### src/rtl/bp_sacc_dma_sequencer_if.sv
// Memory read command/response bundle between the DMA
// sequencer (master) and the accelerator I/O port (slave).
interface bp_sacc_dma_sequencer_if #(
  parameter int addr_width_p = 40,
  parameter int data_width_p = 64
);
  logic                    mem_req_v_o;
  logic [addr_width_p-1:0] mem_req_addr_o;
  logic                    mem_req_yumi_i;
  logic                    mem_resp_v_i;
  logic [data_width_p-1:0] mem_resp_data_i;
  logic                    mem_resp_ready_o;

  modport master (
    output mem_req_v_o,
    output mem_req_addr_o,
    output mem_resp_ready_o,
    input  mem_req_yumi_i,
    input  mem_resp_v_i,
    input  mem_resp_data_i
  );

  modport slave (
    input  mem_req_v_o,
    input  mem_req_addr_o,
    input  mem_resp_ready_o,
    output mem_req_yumi_i,
    output mem_resp_v_i,
    output mem_resp_data_i
  );
endinterface

### src/rtl/bp_sacc_dma_sequencer.sv
// DMA read sequencer: memory -> scratchpad, bounded outstanding.
// Optional abort_i input enabled by BP_SACC_DMA_SEQ_ABORT_EN.
module bp_sacc_dma_sequencer #(
  parameter int addr_width_p      = 40,
  parameter int data_width_p      = 64,
  parameter int spm_addr_width_p  = 12,
  parameter int num_spm_p         = 3,
  parameter int len_width_p       = 16,
  parameter int max_outstanding_p = 4
) (
  input  logic                        clk_i,
  input  logic                        reset_n_i,
  input  logic                        start_i,
  input  logic [1:0]                  spm_sel_i,
  input  logic [addr_width_p-1:0]     base_addr_i,
  input  logic [len_width_p-1:0]      length_i,
`ifdef BP_SACC_DMA_SEQ_ABORT_EN
  input  logic                        abort_i,
`endif
  output logic                        busy_o,
  output logic                        done_o,
  output logic                        err_o,
  bp_sacc_dma_sequencer_if.master     mem,
  output logic [num_spm_p-1:0]        spm_w_v_o,
  output logic [spm_addr_width_p-1:0] spm_w_addr_o,
  output logic [data_width_p-1:0]     spm_w_data_o
);

  localparam int OW = $clog2(max_outstanding_p) + 1;
  localparam int unsigned SpmDepth = 1 << spm_addr_width_p;
  localparam logic [num_spm_p-1:0] OneHot0 = 1;

  typedef enum logic [1:0] {
    S_IDLE,
    S_RUN,
    S_FIN
  } state_t;

  state_t r_state;
  state_t w_state_nxt;

  logic [1:0]                  r_sel;
  logic [addr_width_p-1:0]     r_base;
  logic [len_width_p-1:0]      r_len;
  logic [len_width_p-1:0]      r_issued;
  logic [len_width_p-1:0]      r_recvd;
  logic [OW-1:0]               r_outst;
  logic [OW-1:0]               w_outst_nxt;
  logic                        r_done;
  logic                        r_err;
  logic                        r_abort;
  logic [num_spm_p-1:0]        r_spm_v;
  logic [spm_addr_width_p-1:0] r_spm_addr;
  logic [data_width_p-1:0]     r_spm_data;

  logic w_start;
  logic w_cfg_bad;
  logic w_req_v;
  logic w_yumi;
  logic w_resp_hs;
  logic w_resp_ok;
  logic w_resp_spur;
  logic w_wr;
  logic w_last;
  logic w_abort_req;
  logic w_aborting;

`ifdef BP_SACC_DMA_SEQ_ABORT_EN
  assign w_abort_req = abort_i && (r_state == S_RUN);
`else
  assign w_abort_req = 1'b0;
`endif

  assign w_start   = start_i && (r_state == S_IDLE);
  assign w_cfg_bad = (int'(spm_sel_i) >= num_spm_p)
                  || (32'(length_i) > SpmDepth);

  assign w_req_v = (r_state == S_RUN) && !r_abort
                && (r_issued < r_len)
                && (r_outst < OW'(max_outstanding_p));

  assign w_yumi      = w_req_v && mem.mem_req_yumi_i;
  assign w_resp_hs   = (r_state == S_RUN) && mem.mem_resp_v_i;
  assign w_resp_ok   = w_resp_hs && (r_outst != '0);
  assign w_resp_spur = w_resp_hs && (r_outst == '0);
  assign w_aborting  = r_abort || w_abort_req;
  assign w_wr        = w_resp_ok && !w_aborting;
  assign w_last      = w_resp_ok && ((r_recvd + 1'b1) == r_len);

  assign mem.mem_req_v_o      = w_req_v;
  assign mem.mem_req_addr_o   = r_base
                              + addr_width_p'({r_issued, 3'b000});
  assign mem.mem_resp_ready_o = (r_state == S_RUN);

  assign busy_o       = (r_state != S_IDLE);
  assign done_o       = r_done;
  assign err_o        = r_err;
  assign spm_w_v_o    = r_spm_v;
  assign spm_w_addr_o = r_spm_addr;
  assign spm_w_data_o = r_spm_data;

  // In-flight count after this cycle's request/response handshakes
  always_comb begin
    w_outst_nxt = r_outst;
    unique case ({w_yumi, w_resp_ok})
      2'b10:   w_outst_nxt = r_outst + 1'b1;
      2'b01:   w_outst_nxt = r_outst - 1'b1;
      default: w_outst_nxt = r_outst;
    endcase
  end

  // Next-state decode for the IDLE/RUN/FIN sequencer
  always_comb begin
    w_state_nxt = r_state;
    unique case (r_state)
      S_IDLE: begin
        if (w_start && !w_cfg_bad) begin
          w_state_nxt = (length_i == '0) ? S_FIN : S_RUN;
        end
      end
      S_RUN: begin
        if (w_last || (w_aborting && (w_outst_nxt == '0))) begin
          w_state_nxt = S_FIN;
        end
      end
      S_FIN:   w_state_nxt = S_IDLE;
      default: w_state_nxt = S_IDLE;
    endcase
  end

  // State register
  always_ff @(posedge clk_i or negedge reset_n_i) begin
    if (!reset_n_i) begin
      r_state <= S_IDLE;
    end else begin
      r_state <= w_state_nxt;
    end
  end

  // Transfer config, counters, flags and registered spm write
  always_ff @(posedge clk_i or negedge reset_n_i) begin
    if (!reset_n_i) begin
      r_sel      <= '0;
      r_base     <= '0;
      r_len      <= '0;
      r_issued   <= '0;
      r_recvd    <= '0;
      r_outst    <= '0;
      r_done     <= 1'b0;
      r_err      <= 1'b0;
      r_abort    <= 1'b0;
      r_spm_v    <= '0;
      r_spm_addr <= '0;
      r_spm_data <= '0;
    end else begin
      r_spm_v <= '0;
      if (w_start) begin
        r_sel    <= spm_sel_i;
        r_base   <= base_addr_i;
        r_len    <= length_i;
        r_issued <= '0;
        r_recvd  <= '0;
        r_outst  <= '0;
        r_abort  <= 1'b0;
        r_done   <= w_cfg_bad;
        r_err    <= w_cfg_bad;
      end else begin
        r_outst <= w_outst_nxt;
        if (w_yumi) begin
          r_issued <= r_issued + 1'b1;
        end
        if (w_resp_ok) begin
          r_recvd <= r_recvd + 1'b1;
        end
        if (w_abort_req) begin
          r_abort <= 1'b1;
          r_err   <= 1'b1;
        end
        if (w_resp_spur) begin
          r_err <= 1'b1;
        end
        if (w_wr) begin
          r_spm_v    <= OneHot0 << r_sel;
          r_spm_addr <= r_recvd[spm_addr_width_p-1:0];
          r_spm_data <= mem.mem_resp_data_i;
        end
        if (r_state == S_FIN) begin
          r_done <= 1'b1;
        end
      end
    end
  end

endmodule

### src/flat_wrapper.sv
// flat-port wrapper written by rule: the top's interface ports become plain ports
module bp_sacc_dma_sequencer_flat 
#(
  parameter int addr_width_p      = 40,
  parameter int data_width_p      = 64,
  parameter int spm_addr_width_p  = 12,
  parameter int num_spm_p         = 3,
  parameter int len_width_p       = 16,
  parameter int max_outstanding_p = 4
)
  (clk_i, reset_n_i, start_i, spm_sel_i, base_addr_i, length_i, busy_o, done_o, err_o, spm_w_v_o, spm_w_addr_o, spm_w_data_o, mem_mem_req_v_o, mem_mem_req_addr_o, mem_mem_resp_ready_o, mem_mem_req_yumi_i, mem_mem_resp_v_i, mem_mem_resp_data_i);
  bp_sacc_dma_sequencer_if #(.addr_width_p(addr_width_p), .data_width_p(data_width_p)) mem_i ();
  input  logic clk_i;
  input  logic reset_n_i;
  input  logic start_i;
  input  logic [1:0] spm_sel_i;
  input  logic [addr_width_p-1:0] base_addr_i;
  input  logic [len_width_p-1:0] length_i;
  output logic busy_o;
  output logic done_o;
  output logic err_o;
  output logic [num_spm_p-1:0] spm_w_v_o;
  output logic [spm_addr_width_p-1:0] spm_w_addr_o;
  output logic [data_width_p-1:0] spm_w_data_o;
  output wire logic [$bits(mem_i.mem_req_v_o)-1:0] mem_mem_req_v_o;
  output wire logic [$bits(mem_i.mem_req_addr_o)-1:0] mem_mem_req_addr_o;
  output wire logic [$bits(mem_i.mem_resp_ready_o)-1:0] mem_mem_resp_ready_o;
  input wire logic [$bits(mem_i.mem_req_yumi_i)-1:0] mem_mem_req_yumi_i;
  input wire logic [$bits(mem_i.mem_resp_v_i)-1:0] mem_mem_resp_v_i;
  input wire logic [$bits(mem_i.mem_resp_data_i)-1:0] mem_mem_resp_data_i;
  assign mem_mem_req_v_o = mem_i.mem_req_v_o;
  assign mem_mem_req_addr_o = mem_i.mem_req_addr_o;
  assign mem_mem_resp_ready_o = mem_i.mem_resp_ready_o;
  assign mem_i.mem_req_yumi_i = mem_mem_req_yumi_i;
  assign mem_i.mem_resp_v_i = mem_mem_resp_v_i;
  assign mem_i.mem_resp_data_i = mem_mem_resp_data_i;
  bp_sacc_dma_sequencer #(.addr_width_p(addr_width_p), .data_width_p(data_width_p), .spm_addr_width_p(spm_addr_width_p), .num_spm_p(num_spm_p), .len_width_p(len_width_p), .max_outstanding_p(max_outstanding_p)) u_core (.clk_i(clk_i), .reset_n_i(reset_n_i), .start_i(start_i), .spm_sel_i(spm_sel_i), .base_addr_i(base_addr_i), .length_i(length_i), .busy_o(busy_o), .done_o(done_o), .err_o(err_o), .mem(mem_i), .spm_w_v_o(spm_w_v_o), .spm_w_addr_o(spm_w_addr_o), .spm_w_data_o(spm_w_data_o));
endmodule
### config.mk
export PLATFORM = sky130hd
export DESIGN_NAME = bp_sacc_dma_sequencer_flat
export DESIGN_NICKNAME = d
export VERILOG_FILES = /design/src/rtl/bp_sacc_dma_sequencer_if.sv /design/src/rtl/bp_sacc_dma_sequencer.sv /design/src/flat_wrapper.sv
export SDC_FILE = /design/constraint.sdc
export NUM_CORES = 1
export LEC_CHECK = 0
export CORE_UTILIZATION = 44
export CTS_CLUSTER_SIZE = 30
export DETAILED_ROUTE_END_ITERATION = 10
export HOLD_SLACK_MARGIN = 0.03
export PLACE_DENSITY = 0.86
export SLEW_MARGIN = 5
export SYNTH_ARGS = -nofsm -noshare
export SYNTH_HDL_FRONTEND = slang
export SYNTH_SLANG_ARGS = --single-unit
### constraint.sdc
create_clock -name clk_i -period 2.8 [get_ports clk_i]
set_input_delay 0.56 -clock clk_i [delete_from_list [all_inputs] [get_ports clk_i]]
set_output_delay 0.56 -clock clk_i [all_outputs]
set_load 0.02 [all_outputs]
==> metrics.md, run 1 <==
| Metric | Value |
|---|---|
| Status | `finished with violations` |
| Failing checks | `negative setup slack` |
| Ranking of synthesized cells by area | `dfrtp_1 48%, nand2_1 16%, ha_1 4.5%` |
| Gr usage total | `0.250` |
| Drt wl/cell | `16.6 um` |
| Rel. slew slack | `0.344` |
| Most frequent cells in the layout | `403 x nand2_1, 213 x clkdlybuf4s50_1, 176 x dfrtp_1` |
| Largest net degree at the start of global routing | `88` |
| Chip height | `147 um` |
| Max clock buf depth | `2` |
| Worst vdd ir | `0.000515 V` |
| Share of post-route cells with drive strength above 1 | `0.186` |
| Max-Cap Viols | `0` |
| DRT antenna net count | `0` |
| Post-Place Cells | `1617` |
| Drt total wl | `27800 um` |
| Die area | `21600 um^2` |
| Yosys cell types | `71` |
| Worst-path fanout max | `5` |
| RSZ-0062 raised after global routing | `yes` |
| WS Path Type | `register to output pin` |
| Via count | `8817` |
| CTS root buffer | `clkbuf_16` |
| Synthesized Nets | `1233` |
| Mux share of post-synthesis cell area | `0.0120` |
| Final setup violation count | `32` |
| Pwr Density | `805 nW/um^2` |
| Setup TNS | `-16.83 ns` |
| Congestion Overflow GR | `0` |
| Post-synthesis adder-cell area fraction | `0.0490` |
| Yosys reg bits | `176` |
| Leakage power figure | `0.00659 uW` |
| Gpl congestion | `0.895` |
| Post-synth top area share | `0.477` |
| CTS tree | `yes` |
| Critical Path RT | `2.24 ns` |
| First-pass GRT wire length | `43200 um` |
| Hold Crit Class | `input port to async pin` |
| H-Tree Depth | `4` |
| Worst-path clk slew | `0.07 ns` |
| DR pass1 iterations | `5` |
| Synth async-reset ratio | `1.00` |
| Yosys top cell by area | `dfrtp_1` |
| Synthesized area per cell | `8.63 um^2` |
| Clk_skew | `0.0113 ns` |
| DRC | `0` |
| Final min period | `3.49 ns` |
| Rows | `52` |
| Startpoint of the worst setup timing path | `u_core.r_issued[0]` |
| Hpwl dp | `18700 um` |
| Die Wd | `147 um` |
| Via-to-Cell Ratio | `5.27` |
| Hold bufs inserted after CTS | `0` |
| Final Util | `0.674` |
| Largest family of logic cells by synthesized area | `simple AND/OR/NAND/NOR gates` |
| Skew-Pair Late Insertion Delay | `0.43 ns` |
| Core area | `20400 um^2` |
| Sequential share of the synthesized area | `0.477` |
| Final #Nets | `1548` |
| Final worst path period share | `1.25` |
| Compound-Gate Fraction of Synth Area | `0.0969` |
| CTS sink cnt | `176` |
| CP arrival | `2.93 ns` |
| Fin. max-slew vios | `0` |
| Vias in the first global route | `8695` |
| Simple-gate portion of the synthesized area | `0.270` |
| Initial DRC count | `516` |
| Startpoint types | `register` |
| I/O pin total | `251` |
| Initial Util | `0.452` |
| Final WS setup | `-0.692 ns` |
| R2R Path Start | `u_core.r_issued[6]` |
| Slew @ Worst Pin | `0.980 ns` |
| Hold_ws | `0.0353 ns` |
| Setup crit end kind | `output pin` |
| Post-synth EDFFs | `0` |
| Post-Synthesis Cells | `1071` |
| Ys flop type | `dfrtp_1` |
| Synth Area in XOR/XNOR | `0.0577` |
| Area growth, synth to finish | `49.0%` |
| Commonest non-fill, non-tap cell in the layout | `nand2_1` |
| Initial antenna violation count | `3` |
| TritonCTS Buffers | `17` |
| Total power | `11100 uW` |
| Post-Syn Area | `9240 um^2` |
| Yosys warnings | `0` |
| Layout Cells excl Fill | `1673` |
| Final Hold Viols | `0` |
| Highest clock rate | `286 MHz` |
| Quantity of I/O buffers inserted on ports | `250` |
cell families after synthesis:
kind of cell	after synthesis
simple gates	568
flops	176
compound gates	137
buf+inv	84
xor+xnor	60
fa+ha+maj	35
mux	11
routing by layer:
metal,vias up,GRT usage,wire [um]
met2,350,0.433,13700
met4,0,0.100,967
met3,71,0.0562,1790
met5,-,0,0
li1,4177,-,-
met1,4219,0.302,11300
sequential cells by signal, summed over array words and instances, names as in the netlist:
register,count
u_core.spm_w_data_o,64
u_core.r_outst,3
u_core.r_sel,2
u_core.spm_w_v_o,3
u_core.done_o,1
u_core.spm_w_addr_o,12
u_core.r_state,2
u_core.err_o,1
u_core.r_issued,16
u_core.r_recvd,16
u_core.r_base,40
u_core.r_len,16
critical path, cell delays in order, from the launching register on:
cell	delay, ns
dfrtp_1	0.40
ha_4	0.17
inv_2	0.05
fa_2	0.36
nor2b_2	0.15
o31a_1	0.20
o221a_4	0.21
o311ai_4	0.10
o21ai_2	0.22
buf_6	0.16
nand4_1	0.14
xnor2_2	0.17
buf_4	0.16
synthesized netlist by cell type (2+ instances only):
master and count:
a2111oi_2 2, a211oi_1 5, a21o_1 9, a21oi_1 25, a31o_2 2, a31oi_1 4, and2_1 12, and3_1 17
and4_1 3, buf_1 6, buf_2 6, buf_4 6, clkbuf_1 33, dfrtp_1 176, fa_1 2, ha_1 33
inv_1 32, mux2i_1 10, nand2_1 405, nand2b_1 7, nand3_1 22, nand3b_1 2, nand4_1 18, nand4b_1 2
nor2_1 39, nor2b_1 3, nor3_1 3, nor3_2 3, nor3b_1 2, nor4_1 9, o211ai_2 2, o21a_1 5
o21ai_0 45, o21ai_1 7, o21bai_1 3, o31ai_1 14, or2_2 3, or3_1 4, xnor2_1 40, xor2_1 19
worst paths after layout:
kind | cells past startpoint | slack [ns] | to
min reg2reg | 2 | 0.47 | u_core.spm_w_addr_o[2]
min | 1 | 0.04 | u_core.spm_w_data_o[17]
max | 12 | -0.69 | mem_mem_req_addr_o[39]
max reg2reg | 15 | -0.28 | u_core.r_outst[2]
max in group asynchronous | 2 | 2.06 | u_core.r_base[23]
min in group clk_i | 2 | 0.47 | u_core.spm_w_addr_o[2]
where the power goes:
group	total [uW]	switching (uW)	internal, uW
clock network	2490	1040	1450
registers	3740	486	3250
logic	4850	2670	2180
total	11100	4200	6880
per-stage QoR:
stage	setup WS, ns	cell area (um^2)
after floorplan	-0.0911	9400
after global placement	-0.716	12700
after detailed placement	-0.731	12700
after CTS	-0.672	13600
after global routing	-0.828	13800
final	-0.692	13800
cell type report:
| class | instances | area (um^2) |
|---|---|---|
| fill | 1549 | 6660 |
| antenna | 4 | 10.0 |
| inverter | 32 | 120 |
| multi-input combinational | 811 | 4990 |
| timing repair buffer | 348 | 3290 |
| clock buffer | 19 | 443 |
| tap | 270 | 338 |
| sequential | 176 | 4400 |
| clock inverter | 13 | 174 |
repair_timing:
item / 4_1_cts / 5_1_grt
cloned: 1 / 0
pin swaps: 25 / 19
gates resized for setup: 216 / 35
setup buffers: 14 / 11
setup endpoints to repair: 37 / 39
Power figures use the tool's default switching activity.
==> inputs of run 2 (changes only) <==
--- a/config.mk
+++ b/config.mk
@@ -10,6 +10,7 @@
 export DETAILED_ROUTE_END_ITERATION = 10
 export HOLD_SLACK_MARGIN = 0.03
 export PLACE_DENSITY = 0.86
+export SKIP_CTS_REPAIR_TIMING = 1
 export SLEW_MARGIN = 5
 export SYNTH_ARGS = -nofsm -noshare
 export SYNTH_HDL_FRONTEND = slang
==> run 2 against run 1 <==
First-iteration DRC count increased by 0.97%; the flow still finishes with violations (negative setup slack); critical path depth unchanged; clock power about the same; count of clock-buffer cells in the layout unchanged; largest cell class unchanged; highest routed layer unchanged; core utilization decreased by 0.78 points; global-route usage decreased by 0.90 points; combinational power decreased by 2%; critical endpoint unchanged.
==> metrics.md, run 2 (synthesis gave the netlist of run 1 again) <==
| Metric | Value |
|---|---|
| Commonest non-fill, non-tap cell in the layout | `nand2_1` |
| CP arrival | `2.93 ns (about the same)` |
| Chip height | `147 um (unchanged)` |
| Rows | `52 (unchanged)` |
| Fin. max-slew vios | `0 (unchanged)` |
| Die Wd | `147 um (unchanged)` |
| Pwr Density | `806 nW/um^2 (+0.14%)` |
| Hold Crit Class | `input port to async pin` |
| Largest net degree at the start of global routing | `88 (unchanged)` |
| Hold_ws | `0.0383 ns (+0.00299 ns)` |
| Leakage power figure | `0.00654 uW (-0.65%)` |
| DRT antenna net count | `0 (unchanged)` |
| Slowest cell on the critical path | `dfrtp_1` |
| Final WS setup | `-0.691 ns (+0.000573 ns)` |
| I/O pin total | `251 (unchanged)` |
| Area growth, synth to finish | `47.3%` |
| R2R Path Start | `u_core.r_issued[9]` |
| Final worst path period share | `1.25 (about the same)` |
| DRC | `0 (unchanged)` |
| Final Hold Viols | `0 (unchanged)` |
| Status | `finished with violations` |
| Gpl congestion | `0.895 (unchanged)` |
| Drt wl/cell | `16.2 um (-2.1%)` |
| Critical path, cell by cell | `ha_2 > inv_2 > fa_2 > nor2b_2 > o31a_1 > o221a_4 > o311ai_4 > o21ai_2 > buf_6 > nand4_1 > xnor2_2 > buf_4` |
| Rel. slew slack | `0.335 (-0.00866)` |
| Initial antenna violation count | `3 (unchanged)` |
| Final min period | `3.49 ns (-0.000573 ns)` |
| Worst vdd ir | `0.000519 V (+0.74%)` |
| H-Tree Depth | `4 (unchanged)` |
| DR pass1 iterations | `5 (unchanged)` |
| Setup crit end kind | `output pin` |
| WS Path Type | `register to output pin` |
| CTS tree | `yes` |
| Startpoint types | `register` |
| Max-Cap Viols | `0 (unchanged)` |
| Most frequent cells in the layout | `403 x nand2_1, 212 x clkdlybuf4s50_1, 176 x dfrtp_1` |
| Congestion Overflow GR | `0 (unchanged)` |
| Gr usage total | `0.241 (-0.00902)` |
| CP top delay family | `compound AO/OA/AOI/OAI gates` |
| R2R cell count | `11 (-4)` |
| Drt total wl | `27100 um (-2.4%)` |
| CP max stage delay | `0.36 ns (-0.04 ns)` |
| Clk_skew | `0.0115 ns (+0.000222 ns)` |
| Max clock buf depth | `2 (unchanged)` |
| RSZ-0062 raised after global routing | `yes` |
| CTS root buffer | `clkbuf_16` |
| Via-to-Cell Ratio | `5.25 (-0.38%)` |
| Share of post-route cells with drive strength above 1 | `0.177 (-0.00866)` |
| Largest register FFs | `64 (unchanged)` |
| Core area | `20400 um^2 (unchanged)` |
| Quantity of I/O buffers inserted on ports | `250 (unchanged)` |
| Final #Nets | `1543 (-0.32%)` |
| Die area | `21600 um^2 (unchanged)` |
| Total power | `11000 uW (-1.0%)` |
| Hpwl dp | `18700 um (unchanged)` |
| Highest clock rate | `286 MHz (about the same)` |
| Setup TNS | `-16.57 ns (+0.264 ns)` |
| Final setup violation count | `32 (unchanged)` |
| Worst-path fanout max | `6 (+1)` |
| Worst reg2reg path endpoint | `u_core.r_outst[2]` |
| TritonCTS Buffers | `17 (unchanged)` |
| Slew @ Worst Pin | `0.993 ns (+0.0129 ns)` |
| R2R Setup Slk | `-0.08 ns (+0.20 ns)` |
| CTS sink cnt | `176 (unchanged)` |
| Via count | `8757 (-0.68%)` |
| Worst-path clk slew | `0.07 ns (about the same)` |
| Initial Util | `0.452 (unchanged)` |
| First-pass GRT wire length | `41700 um (-3.5%)` |
| WP buf/inv | `3 (unchanged)` |
| Initial DRC count | `521 (+0.97%)` |
| Critical Path RT | `2.24 ns (about the same)` |
| Failing checks | `negative setup slack` |
| Skew-Pair Late Insertion Delay | `0.43 ns (about the same)` |
| Vias in the first global route | `8380 (-3.6%)` |
[run 2: cell types whose count changed in the layout (fill, tap and decap cells not counted), sizes merged]
cell,delta
dlymetal6s2s,+5
clkdlybuf4s15,-1
clkdlybuf4s50,-1
dlygate4sd2,-2
buf,-10
o211ai,+1
clkbuf,+3
[run 2: how the worst max path moves through the flow]
stage | cells after the start | end | from
finish | 12 | mem_mem_req_addr_o[39] | u_core.r_base[3]
global route | 12 | mem_mem_req_addr_o[39] | u_core.r_base[3]
CTS | 9 | mem_mem_req_addr_o[28] | u_core.r_issued[1]
detailed placement | 9 | mem_mem_req_addr_o[30] | u_core.r_issued[2]
global placement | 9 | mem_mem_req_addr_o[22] | u_core.r_issued[1]
floorplan | 11 | mem_mem_req_addr_o[33] | u_core.r_issued[0]
[run 2: cell type report]
type,instances,area [um^2]
diodes,4,10.0
clock buffers,19,443
clock inverters,13,174
fillers,1573,6820
inverters,32,120
multi-input cells,812,4920
flip-flops and latches,176,4400
well taps,270,338
repair buffers,342,3200
[run 2: report_power, final]
group	switching [uW]	internal, uW
registers	475	3250
clock network	1040	1450
logic	2610	2130
total	4130	6830
[run 2: per-stage QoR]
| stage | setup WS (ns) | utilization | cells | cell area [um^2] |
|---|---|---|---|---|
| after floorplan | -0.0911 | - | 1071 | 9400 |
| after global placement | -0.716 | 0.620 | 1617 | 12700 |
| after detailed placement | -0.731 | 0.620 | 1617 | 12700 |
| after CTS | -1.21 | 0.650 | 1649 | 13300 |
| after global routing | -0.826 | 0.666 | 1666 | 13600 |
| final | -0.691 | 0.666 | 1668 | 13600 |
[run 2: routing by layer]
layer / vias to the layer above / track usage / part of all wire
met1: 4161 / 0.298 / 0.41
met3: 61 / 0.0571 / 0.067
met2: 354 / 0.412 / 0.49
li1: 4181 / - / -
met4: 0 / 0.0881 / 0.028
met5: - / 0 / 0
